[config.mk]
export PLATFORM = sky130hd
export DESIGN_NAME = pc_call_stack_flat
export DESIGN_NICKNAME = d
export VERILOG_FILES = /design/src/rtl/pc_call_stack_if.sv /design/src/rtl/pc_call_stack.sv /design/src/flat_wrapper.sv
export SDC_FILE = /design/constraint.sdc
export NUM_CORES = 1
export LEC_CHECK = 0
export CORE_AREA = 2 2 113 115
export CTS_CLUSTER_DIAMETER = 40
export DETAILED_ROUTE_END_ITERATION = 6
export DIE_AREA = 0 0 115 117
export GPL_ROUTABILITY_DRIVEN = 0
export HOLD_SLACK_MARGIN = 0.15
export PLACE_DENSITY = 0.77
export SETUP_SLACK_MARGIN = 0.15
export SYNTH_ARGS = -nofsm -noshare
export SYNTH_HDL_FRONTEND = slang
export SYNTH_SLANG_ARGS = --single-unit
[constraint.sdc]
create_clock -name clk -period 7.7 [get_ports clk]
set_input_delay 1.925 -clock clk [delete_from_list [all_inputs] [get_ports clk]]
set_output_delay 1.925 -clock clk [all_outputs]
set_load 0.01 [all_outputs]
[src/rtl/pc_call_stack_if.sv]
// Request/response bundle between a sequencer and the pc_call_stack
// program counter with its hardware return stack.
interface pc_call_stack_if #(
    parameter int WIDTH = 16,
    parameter int DEPTH = 8
);
    logic                     load;
    logic                     inc;
    logic                     call;
    logic                     ret;
    logic [WIDTH-1:0]         addr_in;
    logic [WIDTH-1:0]         pc_out;
    logic [WIDTH-1:0]         top_out;
    logic [$clog2(DEPTH):0]   depth_out;
    logic                     full;
    logic                     empty;
    logic                     err;

    modport master (
        output load, inc, call, ret, addr_in,
        input  pc_out, top_out, depth_out, full, empty, err
    );

    modport slave (
        input  load, inc, call, ret, addr_in,
        output pc_out, top_out, depth_out, full, empty, err
    );
endinterface

[src/rtl/pc_call_stack.sv]
// Registered program counter with a LIFO return stack. One request per edge,
// priority rst > ret > call > load > inc; overflow/underflow set a sticky err.
module pc_call_stack #(
    parameter int WIDTH = 16,
    parameter int DEPTH = 8
) (
    input logic              clk,
    input logic              rst,
    pc_call_stack_if.slave   bus
);
    localparam int PW = $clog2(DEPTH);
    localparam logic [PW:0] DEPTH_ONE  = (PW+1)'(1);
    localparam logic [PW:0] DEPTH_FULL = (PW+1)'(DEPTH);

    logic [WIDTH-1:0] pc;
    logic [WIDTH-1:0] pc_nxt;
    logic [WIDTH-1:0] pc_inc;
    logic [WIDTH-1:0] stack [DEPTH];
    logic [PW:0]      depth;
    logic [PW:0]      depth_nxt;
    logic [PW:0]      depth_dec;
    logic [PW-1:0]    top_idx;
    logic [PW-1:0]    wr_idx;
    logic             err;
    logic             err_nxt;
    logic             push;
    logic             is_full;
    logic             is_empty;
    logic [WIDTH-1:0] top;

    assign pc_inc    = pc + WIDTH'(1);
    assign depth_dec = depth - DEPTH_ONE;
    assign top_idx   = depth_dec[PW-1:0];
    assign wr_idx    = depth[PW-1:0];
    assign is_full   = (depth == DEPTH_FULL);
    assign is_empty  = (depth == '0);
    assign top       = is_empty ? '0 : stack[top_idx];

    always_comb begin
        pc_nxt    = pc;
        depth_nxt = depth;
        err_nxt   = err;
        push      = 1'b0;
        if (bus.ret) begin
            if (is_empty) begin
                err_nxt = 1'b1;
            end else begin
                pc_nxt    = top;
                depth_nxt = depth_dec;
            end
        end else if (bus.call) begin
            if (is_full) begin
                err_nxt = 1'b1;
            end else begin
                push      = 1'b1;
                pc_nxt    = bus.addr_in;
                depth_nxt = depth + DEPTH_ONE;
            end
        end else if (bus.load) begin
            pc_nxt = bus.addr_in;
        end else if (bus.inc) begin
            pc_nxt = pc_inc;
        end
    end

    always_ff @(posedge clk) begin
        if (rst) begin
            pc    <= '0;
            depth <= '0;
            err   <= 1'b0;
        end else begin
            pc    <= pc_nxt;
            depth <= depth_nxt;
            err   <= err_nxt;
        end
    end

    // Storage is never cleared; depth alone defines which entries are valid.
    always_ff @(posedge clk) begin
        if (!rst && push) begin
            stack[wr_idx] <= pc_inc;
        end
    end

    assign bus.pc_out    = pc;
    assign bus.top_out   = top;
    assign bus.depth_out = depth;
    assign bus.full      = is_full;
    assign bus.empty     = is_empty;
    assign bus.err       = err;
endmodule

[src/flat_wrapper.sv]
// flat-port wrapper written by rule: the top's interface ports become plain ports
module pc_call_stack_flat 
#(
    parameter int WIDTH = 16,
    parameter int DEPTH = 8
)
  (clk, rst, bus_load, bus_inc, bus_call, bus_ret, bus_addr_in, bus_pc_out, bus_top_out, bus_depth_out, bus_full, bus_empty, bus_err);
  pc_call_stack_if #(.WIDTH(WIDTH), .DEPTH(DEPTH)) bus_i ();
  input logic clk;
  input logic rst;
  input wire logic [$bits(bus_i.load)-1:0] bus_load;
  input wire logic [$bits(bus_i.inc)-1:0] bus_inc;
  input wire logic [$bits(bus_i.call)-1:0] bus_call;
  input wire logic [$bits(bus_i.ret)-1:0] bus_ret;
  input wire logic [$bits(bus_i.addr_in)-1:0] bus_addr_in;
  output wire logic [$bits(bus_i.pc_out)-1:0] bus_pc_out;
  output wire logic [$bits(bus_i.top_out)-1:0] bus_top_out;
  output wire logic [$bits(bus_i.depth_out)-1:0] bus_depth_out;
  output wire logic [$bits(bus_i.full)-1:0] bus_full;
  output wire logic [$bits(bus_i.empty)-1:0] bus_empty;
  output wire logic [$bits(bus_i.err)-1:0] bus_err;
  assign bus_i.load = bus_load;
  assign bus_i.inc = bus_inc;
  assign bus_i.call = bus_call;
  assign bus_i.ret = bus_ret;
  assign bus_i.addr_in = bus_addr_in;
  assign bus_pc_out = bus_i.pc_out;
  assign bus_top_out = bus_i.top_out;
  assign bus_depth_out = bus_i.depth_out;
  assign bus_full = bus_i.full;
  assign bus_empty = bus_i.empty;
  assign bus_err = bus_i.err;
  pc_call_stack #(.WIDTH(WIDTH), .DEPTH(DEPTH)) u_core (.clk(clk), .rst(rst), .bus(bus_i));
endmodule
# Word-level counts from Yosys, hierarchy flattened
# Memory sizes are Yosys's and may differ from the RTL's.
# Index checks and enable logic that the tools add are counted.
[op_classes]
n_reduce_logical = 9
n_mux = 20
eq_ne = 5
add_sub_neg = 3
[ops]
columns = ["cell", "n"]
rows = [
  ["two-way mux 16 bit", 7],
  ["adder 16 x 1 -> 16 bit, second input constant", 1],
  ["two-way mux 4 bit", 4],
  ["two-way mux 1 bit", 9],
  ["AND reduction 3 bit", 3],
  ["adder 4 x 1 -> 4 bit, second input constant", 1],
  ["== test 4 bit, second input constant", 1],
  ["zero test 4 bit", 1],
  ["!= test 2 bit, second input constant", 2],
  ["nonzero test 2 bit", 2],
  ["nonzero test 4 bit", 1],
  ["subtractor 4 x 1 -> 4 bit, second input constant", 1],
  ["!= test 3 bit, second input constant", 1],
  ["!= test 2 x 1 -> 1 bit, second input constant", 1],
  ["logical AND 1 bit", 1],
  ["zero test 1 bit", 1],
]
[totals]
n_memories = 1
reg_bits = 21
mem_bits_rw = 128
elab_cells = 41
input_bits = 22
output_inout_bits = 39
[memory_table]
columns = ["name", "words", "word_bits", "rd", "rd_ports_with_merged_regs", "wr", "line", "rtl"]
rows = [
  ["u_core.stack", 8, 16, 1, 0, 1, "pc_call_stack.sv:18", "logic [WIDTH-1:0] stack [DEPTH];"],
]

# Depth between registers and ports, before layout
# Gate-level depths: netlist (run 1).
[logic_depth]
ltp_word = 7
ltp_mapped = 13
ltp_nobuf = 9

# Least setup slack after synthesis (run 1)
# Ideal clock, no wire load.
[synth_path]
path_kind = "reg-to-output"
from = "register u_core.depth[0], in the netlist u_core.bus.depth_out[0]"
to = "output bus_top_out[10]"
path_buffers = 5
t_required_ns = 5.775
setup_slack_ns = 3.371
path_stages_with_launch = 11
arrival_time_ns = 2.404
path_cell_list = "dfxtp_1 -> buf_6 -> buf_12 -> buf_12 -> inv_1 -> ha_1 -> buf_2 -> clkbuf_1 -> mux4_2 -> mux2_2 -> nor2b_1"
[synth_via]
elab_chain_cells = 3
word_cells_on_any_way = 4
classes_between = "add/sub (1); mux (1); reduce/logical (1); memory (1)"
[synth_lines]
columns = ["item", "line", "rtl"]
rows = [
  ["start: declaration", "pc_call_stack.sv:19", "logic [PW:0] depth;"],
  ["start signal: assignment", "pc_call_stack.sv:73", "depth <= depth_nxt;"],
  ["subtractor 4 x 1 -> 4 bit", "pc_call_stack.sv:32", "assign depth_dec = depth - DEPTH_ONE;"],
  ["memory (8 x 16 bit)", "--", ""],
  ["two-way mux 16 bit (*)", "pc_call_stack.sv:37", "assign top = is_empty ? '0 : stack[top_idx];"],
  ["end: declaration", "flat_wrapper.sv:17", "output wire logic [$bits(bus_i.top_out)-1:0] bus_top_out;"],
]
# Mark *: on every way between the ends. The rest lies on a longest branch, timed or not.

# Final worst setup path (run 1)
[layout_path]
from = "register u_core.depth[1], in the netlist u_core.bus.depth_out[1]"
to = "output bus_top_out[10]"
# The elaborated chain is that of the path after synthesis.

==> results of run 1 <==
[worst max path at each step]
stage | slack [ns] | depth (start not counted) | to | startpoint
CTS | 2.03 | 7 | bus_top_out[10] | u_core.bus.depth_out[1]
finish | 2.06 | 7 | bus_top_out[10] | u_core.bus.depth_out[1]
global placement | 2.62 | 7 | bus_top_out[10] | u_core.bus.depth_out[1]
floorplan | 3.37 | 10 | bus_top_out[10] | u_core.bus.depth_out[0]
detailed placement | 2.49 | 7 | bus_top_out[10] | u_core.bus.depth_out[1]
global route | 1.91 | 7 | bus_top_out[10] | u_core.bus.depth_out[1]
[power by group through the flow]
stage / sequential [mW] / clock (mW) / combinational [mW]
4_1_cts: 1.13 / 0.740 / 1.31
2_1_floorplan: 1.12 / 0 / 0.803
6_report: 1.13 / 0.734 / 1.31
5_1_grt: 1.14 / 0.775 / 1.40
3_5_place_dp: 1.14 / 0 / 1.31
3_3_place_gp: 1.14 / 0 / 1.28
[critical path: stages, from the launching register on]
cell,delay [ns]
dfxtp_1,0.51
inv_1,0.13
ha_1,1.08
buf_4,0.35
mux4_2,0.31
mux2_2,0.29
nor2b_1,0.14
clkdlybuf4s50_1,0.49
[registers in the layout (all words and copies together) (netlist names)]
signal,count
u_core.stack,128
u_core.bus.pc_out,16
u_core.bus.err,1
u_core.bus.depth_out,4
[per-stage QoR]
step / std cells / power (mW) / area (sq um)
CTS: 670 / 3.184 / 7945
global route: 670 / 3.319 / 7945
global placement: 638 / 2.419 / 7418
finish: 670 / 3.177 / 7945
floorplan: 439 / 1.926 / 6700
detailed placement: 638 / 2.453 / 7418
[cell families (layout without fill, tap and decap cells)]
| logic type | after synthesis | count (layout) |
|---|---|---|
| fa+ha+maj | 3 | 3 |
| simple gates | 112 | 112 |
| buf+inv | 34 | 115 |
| compound gates | 85 | 85 |
| mux | 37 | 37 |
| xor+xnor | 19 | 19 |
| flops | 149 | 149 |
[cell usage in the layout (no fill, tap or decap), types with 4 or more instances in the layout]
| master | count |
|---|---|
| nor2_1 | 26 |
| xor2_1 | 10 |
| clkbuf_1 | 7 |
| inv_1 | 9 |
| mux4_2 | 14 |
| mux2i_1 | 4 |
| nand2_1 | 34 |
| and2_1 | 4 |
| mux4_1 | 18 |
| clkbuf_8 | 4 |
| nand4_1 | 5 |
| a22o_1 | 4 |
| o21bai_1 | 8 |
| clkinv_2 | 4 |
| o21ai_0 | 22 |
| nand3_1 | 6 |
| clkbuf_16 | 17 |
| nor4_1 | 5 |
| nor2b_1 | 9 |
| a221oi_1 | 7 |
| edfxtp_1 | 128 |
| buf_4 | 12 |
| a21oi_1 | 8 |
| nor3_1 | 6 |
| dfxtp_1 | 20 |
| clkdlybuf4s50_1 | 60 |
| xnor2_1 | 9 |
| a31oi_1 | 5 |
| a22oi_1 | 4 |
| a211o_1 | 6 |
[per-layer routing]
metal  share of wire  vias up
li1                -     1885
met1            0.39     2130
met2            0.49      247
met3           0.091       45
met4           0.030        0
met5               0        -
[cell type report]
type                       instances  share of cell area
tap                              150             0.02362
clock buffer                      28             0.06378
timing repair buffer              72             0.08693
clock inverter                     4            0.002520
inverter                          11            0.005512
sequential                       149              0.5369
multi-input combinational        256              0.2808
==> run summary, run 1 <==
=======================================================================================
Final HPWL DP                                                                  10.60 mm
Post-synthesis instance area                                                 6700 sq um
Effective utilization at floorplan                                               0.5442
Switching share of total power                                                   0.3439
Share of final-layout standard cells stronger than drive strength 1              0.1212
Aggregate global-route resource usage                                            0.2614
VDD IR-drop max                                                               0.2166 mV
Number of unique standard cell types used by synthesis                               62
Yosys warnings                                                                        0
Number of nets in the layout                                                        532
First-pass GRT wire length                                                     24.89 mm
Category of the worst setup path launch point                                      flop
Smallest hold slack                                                           0.5244 ns
Met1 capacity usage during global routing                                        0.3433
Setup Buffers After CTS                                                               0
RSZ-0062 raised after global routing                                              false
Power per cell area                                                        399.8 nW/um^2
Antenna fix cells                                                                     0
Max-cap violation count                                                               0
Final Max Tran Viols                                                                  0
Routed Antenna Nets                                                                   0
Synth area leaders                                                         edfxtp_1 57%, mux4_1 7.1%, dfxtp_1 6.3%
Row count                                                                            41
Sink Count                                                                          149
Number of enable flip-flop cells after synthesis                                    128
Worst slack at placement                                                       2.494 ns
Area of combinational cells with multiple inputs                             2231 sq um
Seq cells post-synth                                                                149
Area growth, synth to finish                                                     18.58%
Number of placed I/O pins                                                            61
Prevailing post-synth register cell                                            edfxtp_1
Die span in y                                                                    117 um
Area share of and/or/nand/nor cells after synthesis                             0.08497
Register cell area after layout                                              4265 sq um
Run status                                                                 finished, final reports clean
Tmin final                                                                     5.636 ns
TritonRoute pass-1 iters                                                              5
Count of final setup violators                                                        0
Final WL                                                                       16.41 mm
Pin count of the biggest net entering global routing                                 36
Total count of hold-check failures in the final report                                0
Power share of the combinational group                                            0.413
Portion of total power attributed to the clock network                            0.231
Maximum operating frequency                                                   177.4 MHz
Cell at the root of the clock tree                                            clkbuf_16
Met2 track demand over resource                                                  0.4153
Most Used Layer, Global Route                                                      met2
Tightest Hold Check Type                                                        reg2reg
Clock slew at reported path FFs                                                 0.06 ns
Worst relative slew slack                                                        0.2323
Vias in the first global route                                                     4265
GR Util met3                                                                    0.07106
Int Pwr                                                                        2.084 mW
Register-to-Register Setup Slack                                                4.63 ns
Area fraction of the dominant cell type after synthesis                          0.5737
Worst Clk Skew                                                              0.007397 ns
Core Area                                                                   12310 sq um
Reg power frac                                                                    0.356
Worst reg2reg path startpoint                                              u_core.bus.depth_out[1]
Maximum net fanout on the critical path                                              25
Setup TNS Final                                                                    0 ns
Number of instances in the synthesized netlist                                      439
Worst reg2reg endpoint                                                     u_core.stack[3][6]
Total die area                                                              13460 sq um
Number of violations reported at the end of detailed-routing iteration 0            488
Number of H-tree levels                                                               4
Overall die width                                                                115 um
Adder and majority gate portion of the synthesized area                        0.005602
Synth Area in Compound Gates                                                    0.09076
Net switching power figure                                                     1.093 mW
Mean area per synthesized cell                                              15.26 sq um
DRC violations left                                                                   0
CTS Buffer Depth                                                                      2
Required time at the worst-slack endpoint                                       5.78 ns
Remaining Overflow, GRT                                                               0
Portion of the post-synthesis area used by sequential elements                   0.6364
# hold bufs at CTS                                                                    0
Top cells by instance count after synthesis                                128 x edfxtp_1, 34 x nand2_1, 26 x nor2_1, 22 x o21ai_0, 21 x dfxtp_1
Number of antenna violations at the first check in global routing                     0
Kind of critical path                                                           reg2out
Fraction of synthesized area in multiplexers                                     0.1253
Hold path start                                                            u_core.bus.pc_out[15]
Most frequently used cell type in the post-synthesis netlist                   edfxtp_1
Fillers                                                                             874
Worst Hold End                                                             u_core.bus.pc_out[15]
Number of cells traversed by the worst register-to-register path                      7
Static Leakage                                                                 2.789 nW
Final cycle utilization of the critical path                                     0.7320
Number of cells upsized or downsized after cts                                        0
XOR/XNOR Fraction of Synth Area                                                 0.02484
Total nets after synthesis                                                          464
Transition time of the tightest slew-check pin                                 1.152 ns
Post-layout utilization of the core                                              0.6453
Hold Path Depth                                                                       2
Main combinational cell family by area after synthesis                     multiplexers
Routed wire per std cell                                                       24.49 um
Clock tree from TritonCTS                                                         built
Worst path setup slack after routing                                           2.064 ns
Synth area leader                                                              edfxtp_1
Buffers added on ports                                                               60
Number of clock buffers inserted by TritonCTS                                        17
Vias post-DR                                                                       4307
DR vias/cell                                                                      6.428
Post-synthesis async set-or-reset flop share                                          0
Worst skew pair latency                                                         0.43 ns
CP arrival                                                                      3.71 ns
Endpoint class of the critical path                                        primary output
=======================================================================================
Note: power is estimated with default switching activity, not from simulation.
==> inputs of run 2 (changes only) <==
- CORE_AREA: 2 2 113 115 -> 2 2 117 119
- DIE_AREA: 0 0 115 117 -> 0 0 119 121
- PLACE_DENSITY: 0.77 -> 0.75
- clock period: 7.7 -> 4.9 ns (I/O delays scaled with it)
==> run summary, run 2 (synthesis gave the netlist of run 1 again) <==
=======================================================================================
Area growth, synth to finish                                                     20.00%   was 18.58%
Maximum net fanout on the critical path                                              17   was 25
Number of clock buffers inserted by TritonCTS                                        17   unchanged
Buffers added on ports                                                               60   unchanged
Worst path setup slack after routing                                          0.3082 ns   was 2.064 ns
Sink Count                                                                          149   unchanged
DRC violations left                                                                   0   unchanged
Overall die width                                                                119 um   was 115 um
Aggregate global-route resource usage                                            0.2486   was 0.2614
Required time at the worst-slack endpoint                                       3.67 ns   was 5.78 ns
Static Leakage                                                                 2.820 nW   was 2.789 nW
Clock tree from TritonCTS                                                         built   unchanged
Maximum operating frequency                                                   217.8 MHz
Remaining Overflow, GRT                                                               0   unchanged
Setup TNS Final                                                                    0 ns   unchanged
Routed wire per std cell                                                       24.04 um   was 24.49 um
Number of flip-flops in the largest register                                        128   unchanged
Row count                                                                            42   was 41
First-pass GRT wire length                                                     25.71 mm   was 24.89 mm
Total die area                                                              14400 sq um   was 13460 sq um
Core Area                                                                   13090 sq um   was 12310 sq um
TritonRoute pass-1 iters                                                              7   was 5
Routed Antenna Nets                                                                   0   unchanged
Setup Buffers After CTS                                                               0   unchanged
Number of antenna violations at the first check in global routing                     0   unchanged
DR vias/cell                                                                      6.162   was 6.428
Max-cap violation count                                                               0   unchanged
CTS Buffer Depth                                                                      2   unchanged
Fillers                                                                             949   was 874
Category of the worst setup path launch point                                      flop   unchanged
Tightest Hold Check Type                                                        reg2reg   unchanged
# hold bufs at CTS                                                                    0   unchanged
Register with the most flip-flops                                          u_core.stack   unchanged
Vias post-DR                                                                       4326   was 4307
Number of cells upsized or downsized after cts                                        0   unchanged
Number of placed I/O pins                                                            61   unchanged
Pin count of the biggest net entering global routing                                 36   unchanged
Die span in y                                                                    121 um   was 117 um
Tmin final                                                                     4.592 ns
Number of violations reported at the end of detailed-routing iteration 0            597   was 488
Worst skew pair latency                                                         0.43 ns   about the same
Final HPWL DP                                                                  10.77 mm   was 10.60 mm
Post-layout utilization of the core                                              0.6145   was 0.6453
Run status                                                                 finished, final reports clean   unchanged
Final WL                                                                       16.88 mm   was 16.41 mm
Effective utilization at floorplan                                               0.5120   was 0.5442
Power per cell area                                                        626.9 nW/um^2   was 399.8 nW/um^2
Endpoint class of the critical path                                        primary output   unchanged
Total power                                                                    5.040 mW   was 3.177 mW
Final cycle utilization of the critical path                                     0.9371
Worst relative slew slack                                                        0.3036   was 0.2323
Worst Clk Skew                                                              0.009020 ns   was 0.007397 ns
RSZ-0062 raised after global routing                                              false   unchanged
Number of H-tree levels                                                               4   unchanged
CP arrival                                                                      3.37 ns   was 3.71 ns
Kind of critical path                                                           reg2out   unchanged
VDD IR-drop max                                                               0.2737 mV   was 0.2166 mV
Cell at the root of the clock tree                                            clkbuf_16   unchanged
Share of final-layout standard cells stronger than drive strength 1              0.1255   was 0.1212
Antenna fix cells                                                                     0   unchanged
Transition time of the tightest slew-check pin                                 1.041 ns   was 1.152 ns
Number of nets in the layout                                                        538   was 532
Final Max Tran Viols                                                                  0   unchanged
Vias in the first global route                                                     4353   was 4265
Total count of hold-check failures in the final report                                0   unchanged
Worst slack at placement                                                      0.7797 ns   was 2.494 ns
Clock slew at reported path FFs                                                 0.06 ns   about the same
Count of final setup violators                                                        0   unchanged
Commonest cells after routing, fill and taps aside                         128 x edfxtp_1, 60 x clkdlybuf4s50_1, 34 x nand2_1   unchanged
Commonest non-fill, non-tap cell in the layout                                 edfxtp_1   unchanged
=======================================================================================
## run 2: changes by cell type in the layout (fill, tap and decap cells not counted)
cell,delta
clkbuf_1,+3
buf_4,+5
clkinv_2,-4
buf_12,+1
clkbuf_8,+1
## run 2: per-stage QoR
| step | cell area (sq um) | hold WS, ns | cells |
|---|---|---|---|
| floorplan | 6700 | 0.5015 | 439 |
| global placement | 7508 | 0.4507 | 670 |
| detailed placement | 7508 | 0.4897 | 670 |
| CTS | 8040 | 0.4995 | 702 |
| global route | 8040 | 0.5137 | 702 |
| finish | 8040 | 0.4976 | 702 |
## run 2: layout make-up
cell class / count / area, sq um / area share
Clock buffer: 32 / 531.8 / 0.06614
Inverter: 11 / 43.79 / 0.005447
Multi-Input combinational cell: 256 / 2231 / 0.2775
Sequential cell: 149 / 4265 / 0.5305
Tap cell: 176 / 220.2 / 0.02739
Timing Repair Buffer: 78 / 748.2 / 0.09306
## run 2: critical path: stages, from the launching register on
cell	delay (ns)
dfxtp_1	0.49
inv_1	0.13
ha_1	0.88
buf_12	0.25
mux4_2	0.29
mux2_2	0.28
nor2b_1	0.13
clkdlybuf4s50_1	0.49
## run 2: path summary, 6_finish.rpt
path | startpoint | to | slack [ns] | cells past startpoint
setup reg to reg | u_core.bus.depth_out[1] | u_core.bus.pc_out[14] | 1.87 | 10
setup / recovery | u_core.bus.depth_out[1] | bus_top_out[10] | 0.31 | 7
hold reg to reg | u_core.bus.err | u_core.bus.err | 0.50 | 2
hold / removal | u_core.bus.err | u_core.bus.err | 0.50 | 2
## run 2: report_power, final
group	switching [mW]	internal (mW)	total (mW)
sequential	0.137	1.62	1.76
combinational	1.13	0.980	2.11
clock	0.457	0.716	1.17
total	1.72	3.32	5.04
## run 2: layer usage
layer	global-route usage	wire length (um)	vias to the layer above
met5	0	0	-
met2	0.3973	8216	224
met4	0.1213	435	0
met3	0.04793	1371	30
met1	0.3298	6853	2161
li1	-	-	1911
